### src/rtl/radar_chirp_ctrl.sv
// Chirp/frame timing engine: arms on a qualified fpga_en, then issues chirp triggers, frame
// markers and the ADC capture gate. Optional frame counter output when RADAR_FRAME_CNT_EN is defined.
module radar_chirp_ctrl #(
    parameter int unsigned ARM_DELAY        = 20000,
    parameter int unsigned CHIRP_PERIOD     = 2000,
    parameter int unsigned CHIRPS_PER_FRAME = 128,
    parameter int unsigned ADC_DELAY        = 100,
    parameter int unsigned ADC_LEN          = 1600,
    parameter int unsigned FRAME_GAP        = 200000
) (
    input  logic        clk_200m,
    input  logic        rst,
    input  logic        init_en,
    input  logic        fpga_en,
    output logic        chirp_trig,
    output logic        frame_start,
    output logic        frame_done,
    output logic        adc_gate,
    output logic [7:0]  chirp_idx,
`ifdef RADAR_FRAME_CNT_EN
    output logic [15:0] frame_cnt,
`endif
    output logic        busy
);

    localparam int unsigned ArmW   = (ARM_DELAY > 1) ? $clog2(ARM_DELAY) : 1;
    localparam int unsigned PhaseW = (CHIRP_PERIOD > 1) ? $clog2(CHIRP_PERIOD) : 1;
    localparam int unsigned IdxW   = (CHIRPS_PER_FRAME > 1) ? $clog2(CHIRPS_PER_FRAME) : 1;
    localparam int unsigned GapW   = (FRAME_GAP > 1) ? $clog2(FRAME_GAP) : 1;

    localparam logic [ArmW-1:0]   ArmLast   = ArmW'(ARM_DELAY - 1);
    localparam logic [PhaseW-1:0] PhaseLast = PhaseW'(CHIRP_PERIOD - 1);
    localparam logic [IdxW-1:0]   IdxLast   = IdxW'(CHIRPS_PER_FRAME - 1);
    localparam logic [GapW-1:0]   GapLast   = GapW'(FRAME_GAP - 1);
    localparam logic [PhaseW-1:0] AdcStart  = PhaseW'(ADC_DELAY);
    localparam logic [PhaseW-1:0] AdcEnd    = PhaseW'(ADC_DELAY + ADC_LEN);

    typedef enum logic [1:0] {
        StIdle,
        StArm,
        StChirp,
        StGap
    } state_e;

    state_e              state_q, state_d;
    logic [ArmW-1:0]     arm_q, arm_d;
    logic [PhaseW-1:0]   phase_q, phase_d;
    logic [IdxW-1:0]     idx_q, idx_d;
    logic [GapW-1:0]     gap_q, gap_d;
    // Latches an fpga_en drop so the running chirp finishes and the frame then stops.
    logic                stop_q, stop_d;

    logic                trig_d;
    logic                fstart_d;
    logic                fdone_d;
    logic                adc_d;
    logic                busy_d;
    logic                in_chirp_d;

    always_comb begin
        state_d = state_q;
        arm_d   = arm_q;
        phase_d = phase_q;
        idx_d   = idx_q;
        gap_d   = gap_q;
        stop_d  = stop_q;

        if (init_en) begin
            state_d = StIdle;
            arm_d   = '0;
            phase_d = '0;
            idx_d   = '0;
            gap_d   = '0;
            stop_d  = 1'b0;
        end else begin
            unique case (state_q)
                StIdle: begin
                    arm_d   = '0;
                    phase_d = '0;
                    idx_d   = '0;
                    gap_d   = '0;
                    stop_d  = 1'b0;
                    if (fpga_en) begin
                        state_d = StArm;
                    end
                end

                StArm: begin
                    if (!fpga_en) begin
                        state_d = StIdle;
                        arm_d   = '0;
                    end else if (arm_q == ArmLast) begin
                        state_d = StChirp;
                        arm_d   = '0;
                        phase_d = '0;
                        idx_d   = '0;
                        stop_d  = 1'b0;
                    end else begin
                        arm_d = arm_q + ArmW'(1);
                    end
                end

                StChirp: begin
                    stop_d = stop_q | ~fpga_en;
                    if (phase_q == PhaseLast) begin
                        phase_d = '0;
                        if (stop_d) begin
                            state_d = StIdle;
                            idx_d   = '0;
                            stop_d  = 1'b0;
                        end else if (idx_q == IdxLast) begin
                            state_d = StGap;
                            gap_d   = '0;
                        end else begin
                            idx_d = idx_q + IdxW'(1);
                        end
                    end else begin
                        phase_d = phase_q + PhaseW'(1);
                    end
                end

                StGap: begin
                    if (gap_q == GapLast) begin
                        gap_d   = '0;
                        idx_d   = '0;
                        phase_d = '0;
                        state_d = fpga_en ? StChirp : StIdle;
                    end else begin
                        gap_d = gap_q + GapW'(1);
                    end
                end

                default: begin
                    state_d = StIdle;
                end
            endcase
        end
    end

    // Outputs are decoded from next-state values and registered, so they line up with state_q.
    always_comb begin
        in_chirp_d = (state_d == StChirp);
        trig_d     = in_chirp_d && (phase_d == '0);
        fstart_d   = trig_d && (idx_d == '0);
        fdone_d    = in_chirp_d && (phase_d == PhaseLast) && (idx_d == IdxLast) && !stop_d;
        adc_d      = in_chirp_d && (phase_d >= AdcStart) && (phase_d < AdcEnd);
        busy_d     = (state_d != StIdle);
    end

    always_ff @(posedge clk_200m) begin
        if (rst) begin
            state_q     <= StIdle;
            arm_q       <= '0;
            phase_q     <= '0;
            idx_q       <= '0;
            gap_q       <= '0;
            stop_q      <= 1'b0;
            chirp_trig  <= 1'b0;
            frame_start <= 1'b0;
            frame_done  <= 1'b0;
            adc_gate    <= 1'b0;
            busy        <= 1'b0;
        end else begin
            state_q     <= state_d;
            arm_q       <= arm_d;
            phase_q     <= phase_d;
            idx_q       <= idx_d;
            gap_q       <= gap_d;
            stop_q      <= stop_d;
            chirp_trig  <= trig_d;
            frame_start <= fstart_d;
            frame_done  <= fdone_d;
            adc_gate    <= adc_d;
            busy        <= busy_d;
        end
    end

    assign chirp_idx = 8'(idx_q);

`ifdef RADAR_FRAME_CNT_EN
    // Survives IDLE and init_en; only rst clears it.
    always_ff @(posedge clk_200m) begin
        if (rst) begin
            frame_cnt <= '0;
        end else if (frame_done) begin
            frame_cnt <= frame_cnt + 16'd1;
        end
    end
`endif

endmodule

### config.mk
export PLATFORM = sky130hd
export DESIGN_NAME = radar_chirp_ctrl
export DESIGN_NICKNAME = d
export VERILOG_FILES = /design/src/rtl/radar_chirp_ctrl.sv
export SDC_FILE = /design/constraint.sdc
export NUM_CORES = 1
export LEC_CHECK = 0
export ABC_CLOCK_PERIOD_IN_PS = 3550
export BUFFER_PORTS_ARGS = -buffer_cell sky130_fd_sc_hd__buf_4
export CORE_MARGIN = 1
export CORE_UTILIZATION = 25
export DETAILED_ROUTE_END_ITERATION = 6
export HOLD_SLACK_MARGIN = 0.05
export PLACE_DENSITY = 0.48
export SETUP_SLACK_MARGIN = 0.2
export SKIP_LAST_GASP = 1
export SLEW_MARGIN = 10
export SYNTH_ARGS = -nofsm -noshare
export SYNTH_HDL_FRONTEND = slang
export SYNTH_SLANG_ARGS = --single-unit
### constraint.sdc
create_clock -name clk_200m -period 3.55 [get_ports clk_200m]
set_input_delay 0.71 -clock clk_200m [delete_from_list [all_inputs] [get_ports clk_200m]]
set_output_delay 0.71 -clock clk_200m [all_outputs]
set_load 0.005 [all_outputs]
==> flow_summary.yaml, run 1 <==
status:
  run_status: "completed"
cts:
  hold_buffers: 0
  post_cts_buffers: 0
  clk_latency_ps: 330
  cts.repair.resized: 0
  root_buffer: "clkbuf_16"
  cts_tree: "yes"
  cts_sinks: 59
  cts.path.max_buffers: 2
  clk_pin_slew_ps: 60
  cts_made_buffers: 9
  htree_levels: 3
worst_hold_path:
  hold_path_class: "reg2reg"
  hold_depth: 2
synth:
  ys_async_sr_fraction: 0
  syn_area_um2: 3291
  synth_edf_count: 0
  synth.net_count: 438
  postSynthAreaPerCell_um2: 7.743
  ys_ff_latch: 59
  synth_cell_types: 56
  yosysWarnings: 0
  synthCells: 425
  yosysSeqAreaShare: 0.3589
  synth_flop_cell: "dfxtp_1"
routing:
  firstDrtPassIters: 5
  wire_per_inst_um: 14.63
  vias_per_cell: 4.995
  postRouteAntennaNets: 0
  vias: 3097
  drc: 0
  first_iter_violations: 373
  finalWirelength_mm: 9.070
placed_design:
  dp_hpwl_mm: 6.519
  pre_cts_slack_ps: 481.0
  portBuffers: 15
  place.gp.congestion: 0.9129
timing:
  setup_tns_ps: 0
  max_slew_margin: 0.5935
  setup_viol: 0
  worst_pin_slew_ps: 594.3
  hold_viol: 0
  rsz0062_at_grt: "false"
  drv_slew: 0
  period_minus_slack_ps: 3071
  period_share: 0.8651
  whs_ps: 465.5
  fmax_ghz: 0.3256
  skew_ps: 6.601
  setup_ws_ps: 479.0
worst_setup_path:
  criticalPathCategory: "reg2reg"
  critPathCaptureType: "flop"
  start_kind: "flop"
  worstPathArrival_ps: 3300
  required_ps: 3780
  r2r_slack_ps: 480
  r2r_cells: 9
  crit_fanout: 10
floorplan:
  fp.dieW_um: 116.7
  floorplan.initialDensity: 0.2587
  num_rows: 41
  die_y_um: 116.7
  ios: 17
  die-area_um2: 13630
  core_area_um2: 12720
grt:
  grt_pass1_wl_mm: 14.68
  grt_pass1_vias: 2846
  grt_max_degree: 15
  grt_usage: 0.1407
  antenna_found_initial: 0
  overflow: 0
finish:
  multi_input_area_um2: 2009
  area_growth_pct: 18.37
  final_cell_mix: "nor2_1, dfxtp_1, nand2_1, o21ai_0, a21oi_1"
  n_antenna_cell: 0
  layout_commonest_cell: "nor2_1"
  fill_cells: 1409
  layout-drive-gt1-share: 0.1205
  nets: 456
  regArea_um2: 1181
power_and_ir_drop:
  power_w: 0.001599
  powerDensity_nw_per_um2: 410.6
  p_leak_nw: 1.304
  vdd_drop_max_mv: 0.2066
job:
  cap_viol_max_count: 0
==> registers in the layout (all words and copies together) (netlist names) <==
| signal | flops |
|---|---|
| busy | 1 |
| arm_q | 15 |
| gap_q | 18 |
| chirp_trig | 1 |
| stop_q | 1 |
| adc_gate | 1 |
| frame_done | 1 |
| phase_q | 11 |
| idx_q | 7 |
| state_q | 2 |
| frame_start | 1 |
==> routing by layer <==
metal / up-vias / global-route usage / part of all wire
li1: 1552 / - / -
met1: 1407 / 0.1955 / 0.49
met2: 122 / 0.2055 / 0.43
met3: 16 / 0.03736 / 0.062
met4: 0 / 0.05570 / 0.019
met5: - / 0 / 0
==> logic make-up (layout without fill, tap and decap cells) <==
group,after synthesis,after routing,synth area share
adder cells (fa/ha/maj),9,9,0.03422
AO/OA/AOI/OAI,85,85,0.1688
buffers and inverters,24,47,0.03232
flip-flops,59,59,0.3589
other,1,1,0.001140
XOR/XNOR,25,25,0.06654
AND/OR/NAND/NOR,222,222,0.3380
==> area by class of cell <==
class | instances | share of cell area
flip-flops and latches | 59 | 0.3032
multi-input cells | 342 | 0.5159
clock buffers | 9 | 0.05782
clock inverters | 7 | 0.01767
well taps | 172 | 0.05525
repair buffers | 21 | 0.04048
inverters | 10 | 0.009637
==> through the flow <==
step	std cells	util	instance area, µm²
floorplan	425	-	3291
global placement	604	0.2826	3595
detailed placement	604	0.2826	3595
CTS	620	0.3057	3889
global route	620	0.3062	3895
finish	620	0.3062	3895
==> where the power goes <==
part | switching [W] | total [W] | internal, W
clock | 0.000316 | 0.000855 | 0.000539
sequential | 0.00000308 | 0.000669 | 0.000666
combinational | 0.0000505 | 0.0000750 | 0.0000245
total | 0.000369 | 0.00160 | 0.00123
==> synthesized netlist by cell type (all sizes together) (4+ instances only) <==
library cell | count | area, µm²
nor2 | 77 | 289.0
dfxtp | 59 | 1181
nand2 | 49 | 191.4
o21ai | 26 | 141.4
a21oi | 24 | 123.9
nand4 | 18 | 112.6
xor2 | 16 | 140.1
nand3 | 15 | 75.07
inv | 10 | 37.54
nor3 | 10 | 60.06
ha | 9 | 112.6
xnor2 | 9 | 78.83
and3 | 8 | 50.05
clkbuf | 8 | 30.03
nor4 | 8 | 65.06
or3 | 8 | 50.05
buf | 6 | 38.79
or2 | 6 | 37.54
a31oi | 5 | 31.28
and2 | 4 | 25.02
nor2b | 4 | 25.02
o221ai | 4 | 35.03
==> critical path, cell delays in order (launching register included) <==
cell and delay [ps]:
dfxtp_1 420, ha_1 430, nand3b_1 290, nor3_1 340
a21oi_1 210, or4b_1 650, nor3_2 270, nand4_1 140
xor2_1 150, nor2_1 50
==> worst paths after layout <==
| check | startpoint | to |
|---|---|---|
| worst min-delay path | arm_q[14] | arm_q[14] |
| worst min register to register | arm_q[14] | arm_q[14] |
| worst max register to register | state_q[1] | gap_q[15] |
| worst max-delay path | state_q[1] | gap_q[15] |
Power figures use the tool's default switching activity.
==> run 2: changes to the inputs <==
- CORE_MARGIN: 1 -> 10
==> run 2 against run 1 <==
Net effect: clock skew down 2.0 ps; via count down 1.2%; wire length down 1.3%; clock-buffer cell count up 3; core utilization down 0.23 points; die area up 33%; first-iteration DRC count down 34%; largest cell class unchanged; power up 1.7%.
==> flow_summary.yaml, run 2 (synthesis gave the netlist of run 1 again) <==
finish:
  fill_cells: 1313
  n_antenna_cell: 0
  reg_top3: "gap_q: 18 flops, arm_q: 15 flops, phase_q: 11 flops"
  largest-register: "gap_q"
  final_cell_mix: "nor2_1, dfxtp_1, nand2_1, o21ai_0, a21oi_1"
  area_growth_pct: 17.95
  nets: 453
  largest_reg_flops: 18
  layout_commonest_cell: "nor2_1"
  layout-drive-gt1-share: 0.1146
worst_setup_path:
  r2r-end: "gap_q[17]"
  required_ps: 3750
  critPathCaptureType: "flop"
  r2r_cells: 9
  r2r_slack_ps: 440
  start_kind: "flop"
  crit_fanout: 10
  criticalPathCategory: "reg2reg"
  worstReg2RegStart: "state_q[1]"
  worstPathArrival_ps: 3310
grt:
  grt_pass1_wl_mm: 14.92
  grt_usage: 0.1012
  grt_pass1_vias: 2925
  overflow: 0
  grt_max_degree: 16
  antenna_found_initial: 0
routing:
  vias_per_cell: 4.959
  first_iter_violations: 248
  firstDrtPassIters: 4
  postRouteAntennaNets: 0
  vias: 3060
  drc: 0
  wire_per_inst_um: 14.51
  finalWirelength_mm: 8.954
cts:
  htree_levels: 3
  hold_buffers: 0
  clk_pin_slew_ps: 50
  cts_tree: "yes"
  cts.path.max_buffers: 2
  clk_latency_ps: 330
  root_buffer: "clkbuf_16"
  cts_sinks: 59
  cts_made_buffers: 9
floorplan:
  ios: 17
  fp.dieW_um: 134.7
  floorplan.initialDensity: 0.2576
  core_area_um2: 12770
  die_y_um: 134.7
  die-area_um2: 18150
  num_rows: 41
timing:
  hold_viol: 0
  fmax_ghz: 0.3213
  rsz0062_at_grt: "true"
  drv_slew: 0
  setup_tns_ps: 0
  period_share: 0.8768
  max_slew_margin: 0.5722
  setup_viol: 0
  period_minus_slack_ps: 3113
  worst_pin_slew_ps: 635.8
  skew_ps: 4.582
  whs_ps: 469.6
power_and_ir_drop:
  p_leak_nw: 1.302
  powerDensity_nw_per_um2: 419.2
  p_sw_frac: 0.2195
  p_sw_w: 0.0003571
  clockPowerShare: 0.542
  p_seq_frac: 0.411
  vdd_drop_max_mv: 0.1941
  internal_power_w: 0.001270
  p_comb_frac: 0.046
worst_hold_path:
  min_to: "gap_q[1]"
  hold_depth: 2
  hold_path_class: "reg2reg"
  holdCritStartpoint: "gap_q[1]"
placed_design:
  portBuffers: 15
  place.gp.congestion: 0.8600
  dp_hpwl_mm: 6.545
job:
  cap_viol_max_count: 0
status:
  run_status: "completed"
==> run 2: worst max path at each step <==
stage / start / to / slack, ps / cells after the start
finish: state_q[1] / gap_q[17] / 440 / 9
global route: state_q[1] / gap_q[17] / 190 / 9
CTS: state_q[1] / gap_q[17] / 470 / 9
detailed placement: state_q[0] / gap_q[17] / 490 / 10
global placement: fpga_en / gap_q[15] / 630 / 9
floorplan: fpga_en / gap_q[15] / 840 / 9
==> run 2: area by class of cell <==
class | count | area, µm² | area share
flip-flops and latches | 59 | 1181 | 0.3043
clock inverters | 4 | 48.80 | 0.01257
clock buffers | 12 | 256.5 | 0.06609
multi-input cells | 342 | 2007 | 0.5171
well taps | 172 | 215.2 | 0.05545
repair buffers | 18 | 135.1 | 0.03482
inverters | 10 | 37.54 | 0.009671
==> run 2: per-stage QoR <==
step | std cells | setup slack, ps | area (µm²) | utilization | power (W)
after floorplan | 425 | 838.0 | 3291 | - | 0.0007351
after global placement | 601 | 630.3 | 3572 | 0.2797 | 0.0007580
after detailed placement | 601 | 493.6 | 3572 | 0.2797 | 0.0007581
after CTS | 617 | 467.1 | 3877 | 0.3036 | 0.001648
after global routing | 617 | 191.1 | 3881 | 0.3039 | 0.001680
final | 617 | 437.3 | 3881 | 0.3039 | 0.001627
==> run 2: per-layer routing <==
layer	GRT usage	wire, µm	up-vias	share of wire
met2	0.1497	3840	76	0.43
met1	0.1328	4415	1419	0.49
li1	-	-	1551	-
met3	0.02893	526	14	0.059
met5	0	0	-	0
met4	0.04534	171	0	0.019
==> run 2: worst max-delay path, stage by stage, from the launching register on <==
cell and delay [ps]:
dfxtp_1 420, ha_1 450, nand3b_1 290, nor3_1 340
a21oi_1 220, or4b_1 640, nor3_2 270, nand4_1 140
xor2_1 150, nor2_1 50
==> run 2: power by group through the flow <==
stage	registers, W	logic (W)	clock network [W]
2_1_floorplan	0.000683	0.0000524	0
3_3_place_gp	0.000683	0.0000751	0
3_5_place_dp	0.000683	0.0000751	0
4_1_cts	0.000669	0.0000753	0.000904
5_1_grt	0.000669	0.0000841	0.000927
6_report	0.000669	0.0000752	0.000882
==> run 2: timing repair <==
item / CTS / global route
endpoints found under the hold margin: 0 / 0
setup buffers: 0 / 0
endpoints found under the setup margin: 0 / 2
gates resized for setup: 0 / 2
